**config.mk**
```make
export PLATFORM = sky130hd
export DESIGN_NAME = packer
export DESIGN_NICKNAME = d
export VERILOG_FILES = /design/src/rtl/cordic_pkg.sv /design/src/rtl/packer_round.sv /design/src/rtl/packer.sv
export SDC_FILE = /design/constraint.sdc
export NUM_CORES = 1
export LEC_CHECK = 0
export ABC_CLOCK_PERIOD_IN_PS = 3300
export CORE_MARGIN = 3
export CORE_UTILIZATION = 35
export CTS_BUF_LIST = sky130_fd_sc_hd__clkbuf_8
export DETAILED_ROUTE_END_ITERATION = 12
export PLACE_DENSITY = 0.57
export SETUP_SLACK_MARGIN = 0.02
export SLEW_MARGIN = 10
export SYNTH_ARGS = -nofsm -noshare
export SYNTH_HDL_FRONTEND = slang
export SYNTH_SLANG_ARGS = --single-unit
```
**constraint.sdc**
```tcl
create_clock -name clk -period 3.3 [get_ports clk]
set_input_delay 0.495 -clock clk [delete_from_list [all_inputs] [get_ports clk]]
set_output_delay 0.495 -clock clk [all_outputs]
set_load 0.01 [all_outputs]
```
**src/rtl/cordic_pkg.sv**
```systemverilog
// Shared CORDIC definitions: packer FSM states and IEEE-754 single-precision field sizes.
package cordic_pkg;

    typedef enum logic [1:0] {
        IDLE  = 2'd0,
        NORM  = 2'd1,
        ROUND = 2'd2,
        OUT   = 2'd3
    } packer_state_t;

    localparam int FP_EXP_BIAS  = 127;
    localparam int FP_MANT_BITS = 23;
    localparam int FP_EXP_BITS  = 8;

endpackage

```
**src/rtl/packer_round.sv**
```systemverilog
// Builds the packed float from a normalised magnitude: RNE rounding, mantissa carry,
// exponent, flush-to-zero and saturate-to-infinity.
module packer_round
    import cordic_pkg::*;
#(
    parameter int FRACTIONAL_BITS = 30
) (
    input  logic [31:0] mag,
    input  logic [4:0]  s,
    input  logic        sign,
    output logic [31:0] fp
);

    localparam logic signed [9:0] E0 = 10'(FP_EXP_BIAS + 31 - FRACTIONAL_BITS);

    logic signed [9:0]         e;
    logic [FP_MANT_BITS:0]     mant_r;
    logic                      guard, sticky, rnd;

    always_comb begin
        guard  = mag[7];
        sticky = |mag[6:0];
        rnd    = guard && (sticky || mag[8]);
        mant_r = {1'b0, mag[30:8]} + {{FP_MANT_BITS{1'b0}}, rnd};
        e      = E0 - $signed({5'b0, s});
        // Rounding overflowed the mantissa: it becomes 1.0 of the next binade.
        if (mant_r[FP_MANT_BITS]) begin
            e = e + 10'sd1;
        end

        if (mag == 32'h0) begin
            fp = 32'h0;
        end else if (e <= 10'sd0) begin
            fp = {sign, 31'h0};
        end else if (e >= 10'sd255) begin
            fp = {sign, 8'hFF, 23'h0};
        end else begin
            fp = {sign, e[7:0], mant_r[FP_MANT_BITS-1:0]};
        end
    end

endmodule

```
**src/rtl/packer.sv**
```systemverilog
// Fixed-point to IEEE-754 single converter: bit-serial normalisation, one rounding
// cycle, then holds the result until the consumer takes it.
module packer
    import cordic_pkg::*;
#(
    parameter int FRACTIONAL_BITS = 30
) (
    input  logic        clk,
    input  logic        reset,
    input  logic        in_valid,
    output logic        in_ready,
    input  logic [31:0] in_data,
    output logic        out_valid,
    input  logic        out_ready,
    output logic [31:0] out_data
);

    packer_state_t state_q, state_d;
    logic [31:0]   mag_q, mag_d;
    logic [4:0]    s_q, s_d;
    logic          sign_q, sign_d;
    logic [31:0]   out_q, out_d;
    logic          ovld_q, ovld_d;
    logic [31:0]   fp;

    packer_round #(.FRACTIONAL_BITS(FRACTIONAL_BITS)) u_round (
        .mag  (mag_q),
        .s    (s_q),
        .sign (sign_q),
        .fp   (fp)
    );

    always_ff @(posedge clk) begin
        if (reset) begin
            state_q <= IDLE;
            mag_q   <= 32'h0;
            s_q     <= 5'd0;
            sign_q  <= 1'b0;
            out_q   <= 32'h0;
            ovld_q  <= 1'b0;
        end else begin
            state_q <= state_d;
            mag_q   <= mag_d;
            s_q     <= s_d;
            sign_q  <= sign_d;
            out_q   <= out_d;
            ovld_q  <= ovld_d;
        end
    end

    always_comb begin
        state_d = state_q;
        mag_d   = mag_q;
        s_d     = s_q;
        sign_d  = sign_q;
        out_d   = out_q;
        ovld_d  = ovld_q;
        unique case (state_q)
            IDLE: begin
                if (in_valid) begin
                    sign_d  = in_data[31];
                    // Two's-complement negate; 0x80000000 maps onto itself as unsigned.
                    mag_d   = in_data[31] ? (~in_data + 32'd1) : in_data;
                    s_d     = 5'd0;
                    state_d = NORM;
                end
            end
            NORM: begin
                if (mag_q[31] || mag_q == 32'h0) begin
                    state_d = ROUND;
                end else begin
                    mag_d = {mag_q[30:0], 1'b0};
                    s_d   = s_q + 5'd1;
                end
            end
            ROUND: begin
                out_d   = fp;
                ovld_d  = 1'b1;
                state_d = OUT;
            end
            OUT: begin
                if (out_ready) begin
                    ovld_d  = 1'b0;
                    state_d = IDLE;
                end
            end
            default: state_d = IDLE;
        endcase
    end

    assign in_ready  = (state_q == IDLE);
    assign out_valid = ovld_q;
    assign out_data  = out_q;

endmodule

```
==> flow_summary.ini <==
[clock_tree]
root_buffer = clkbuf_8
clockBufferDepth = 2
cts_tree = built
h-tree-depth = 3
numCtsBuffers = 9
post_cts_buffers = 0
hold_buffers = 0
insertion_delay_ns = 0.36
cts_resized = 0
clkTransAtPathRegs_ns = 0.07
cts_sinks = 73

[placed_design]
dpl.cell_count = 749
pre_cts_ws_ns = 0.2199
hpwl_um = 8391
port_buffers = 69
place.gp.congestion = 0.8068

[global_route]
grt_max_degree = 49
antenna_found_initial = 0
grt_pass1_wl_um = 18580
overflow = 0
grt_pass1_vias = 3737
grt_usage = 0.1620

[sta]
hold_viol = 0
rsz0062_at_grt = false
fin_ws_ns = 0.4528
fin_crit_sh = 0.8628
fin_crit_ns = 2.847
max_freq_mhz = 351.2
finalSetupViolCount = 0
fin_setup_tns_ns = 0
worst_pin_slew_ns = 0.8946
maxSlewViolCount = 0
fin_skew_ns = 0.007533
slew_headroom = 0.4023
hold_ws_ns = 0.4556

[drt]
vias = 3913
wirelength_um = 11170
drc = 0
first_pass_iters = 4
vias_per_cell = 5.135
first_iter_violations = 277
routedWlPerCell_um = 14.66
antenna_left = 0

[power_and_ir_drop]
ir_worst_vdd_mv = 0.2877
leakage_uw = 0.001810
powerDensity_nw_per_um2 = 785.0

[final_layout]
layout.cells.non_filler = 762
final_layout_size_suffix_gt1_frac = 0.06734
ff_latch_area_um2 = 1461
multiInputGateArea_um2 = 2705
n_fill_cell = 1229
num_antenna_cells = 0
area_delta_synth_final_pct = 23.87
fin_util = 0.4463
nNetsFinal = 637

[critical_path]
critPathCaptureType = flop
worstSetupPathType = flop to flop
critPathMaxFanout = 34
startpoint_type = flop
worst_ep_arrival_time_ns = 3.08
crit_required_ns = 3.53

[logic_synthesis]
synth_nets = 579
yosys.area.top_type = dfxtp_1
yosysWarnings = 0
synth_top_area_frac = 0.3363
synth_area_um2 = 4345
ys.flop_type = dfxtp_1
syn_inst = 534
seq_area_frac_synth = 0.3363
syn_area_per_cell_um2 = 8.137
ys_ff_latch = 73
synthTopCellsByArea = dfxtp_1 (34%), xnor2_1 (7.5%), nand2_1 (5.0%), xor2_1 (4.6%), nand2b_1 (4.0%)
async_reset_ff_frac = 0
synth-edff-count = 0
synth_cell_types = 52

[status]
run_status = completed

[floorplan]
num_rows = 40
initial_utilization = 0.3603
core_um2 = 12060
die_area_um2 = 13790
die_h_um = 117.4
ioPinCount = 70
die_w_um = 117.4

[run]
drv_cap = 0

[min_path]
hold_class = flop to flop
report_power, final:
part | leakage, uW | internal [uW] | switching [uW]
logic | 0.00112 | 962 | 1130
registers | 0.000595 | 1180 | 311
clock network | 0.0000916 | 320 | 315
logic make-up (layout without fill, tap and decap cells):
family,count (synthesis),after routing,share of synthesized area
xor+xnor,60,60,0.1209
flops,73,73,0.3363
fa+ha+maj,9,9,0.02591
mux,17,17,0.03916
compound gates,120,120,0.1823
simple gates,207,207,0.2517
buf+inv,48,108,0.04376
flip-flops by register name, indices dropped and copies added, names as in the netlist:
| name | flops |
|---|---|
| sign_q | 1 |
| out_data | 32 |
| s_q | 5 |
| mag_q | 32 |
| out_valid | 1 |
| state_q | 2 |
per-stage QoR:
step           cell area (um^2)  total power [uW]
2_1_floorplan              4345              2889
3_3_place_gp               5214              3572
6_report                   5383              4226
4_1_cts                    5383              4255
3_5_place_dp               5214              3614
5_1_grt                    5383              4568
per-layer routing:
| layer | vias up | global-route usage | share of wire |
|---|---|---|---|
| met5 | - | 0 | 0 |
| met4 | 0 | 0.05718 | 0.011 |
| met3 | 11 | 0.02700 | 0.052 |
| met2 | 99 | 0.2410 | 0.42 |
| met1 | 1787 | 0.2363 | 0.52 |
| li1 | 2016 | - | - |
path summary, 6_finish.rpt:
| path | endpoint | slack [ns] | cells after the start | from |
|---|---|---|---|---|
| min reg2reg | out_data[27] | 0.46 | 2 | out_data[27] |
| max reg2reg | mag_q[10] | 0.45 | 8 | state_q[1] |
| max | mag_q[10] | 0.45 | 8 | state_q[1] |
| min | out_data[27] | 0.46 | 2 | out_data[27] |
critical path, cell delays in order, from the launching register on:
cell and delay (ns):
dfxtp_1 0.34, inv_1 0.09, ha_1 0.22, inv_2 0.16, a311o_1 0.47, a21oi_4 0.76
buf_4 0.40, mux2i_1 0.22, nor2_1 0.05
cell usage after synthesis (13+ instances only):
cell,number
nand3_1,14
xor2_1,23
mux2i_1,17
clkbuf_1,23
nand2b_1,28
nor2_1,43
o21ai_0,31
xnor2_1,37
dfxtp_1,73
nand4_1,13
a211oi_1,17
a21oi_1,22
nand2_1,58
final cells by class:
cell class,instances,share of cell area
repair buffers,82,0.1464
flip-flops and latches,73,0.2715
multi-input cells,413,0.5026
well taps,168,0.03905
clock inverters,1,0.0006974
clock buffers,12,0.03068
inverters,13,0.009066
cell usage in the layout (no fill, tap or decap), drive strengths merged, types with 7 or more instances in the layout:
cell,count
clkdlybuf4s50,69
nand2,58
xnor2,37
nand4,13
buf,13
or4,7
nand3,14
nor3,8
a211oi,18
o21ai,32
mux2i,17
ha,9
clkbuf,12
o211ai,12
nand2b,28
nor4,14
nor2,43
o22ai,7
a21oi,22
dfxtp,73
inv,14
xor2,23
o31ai,11
No activity file was read; power rests on OpenSTA's default activity.
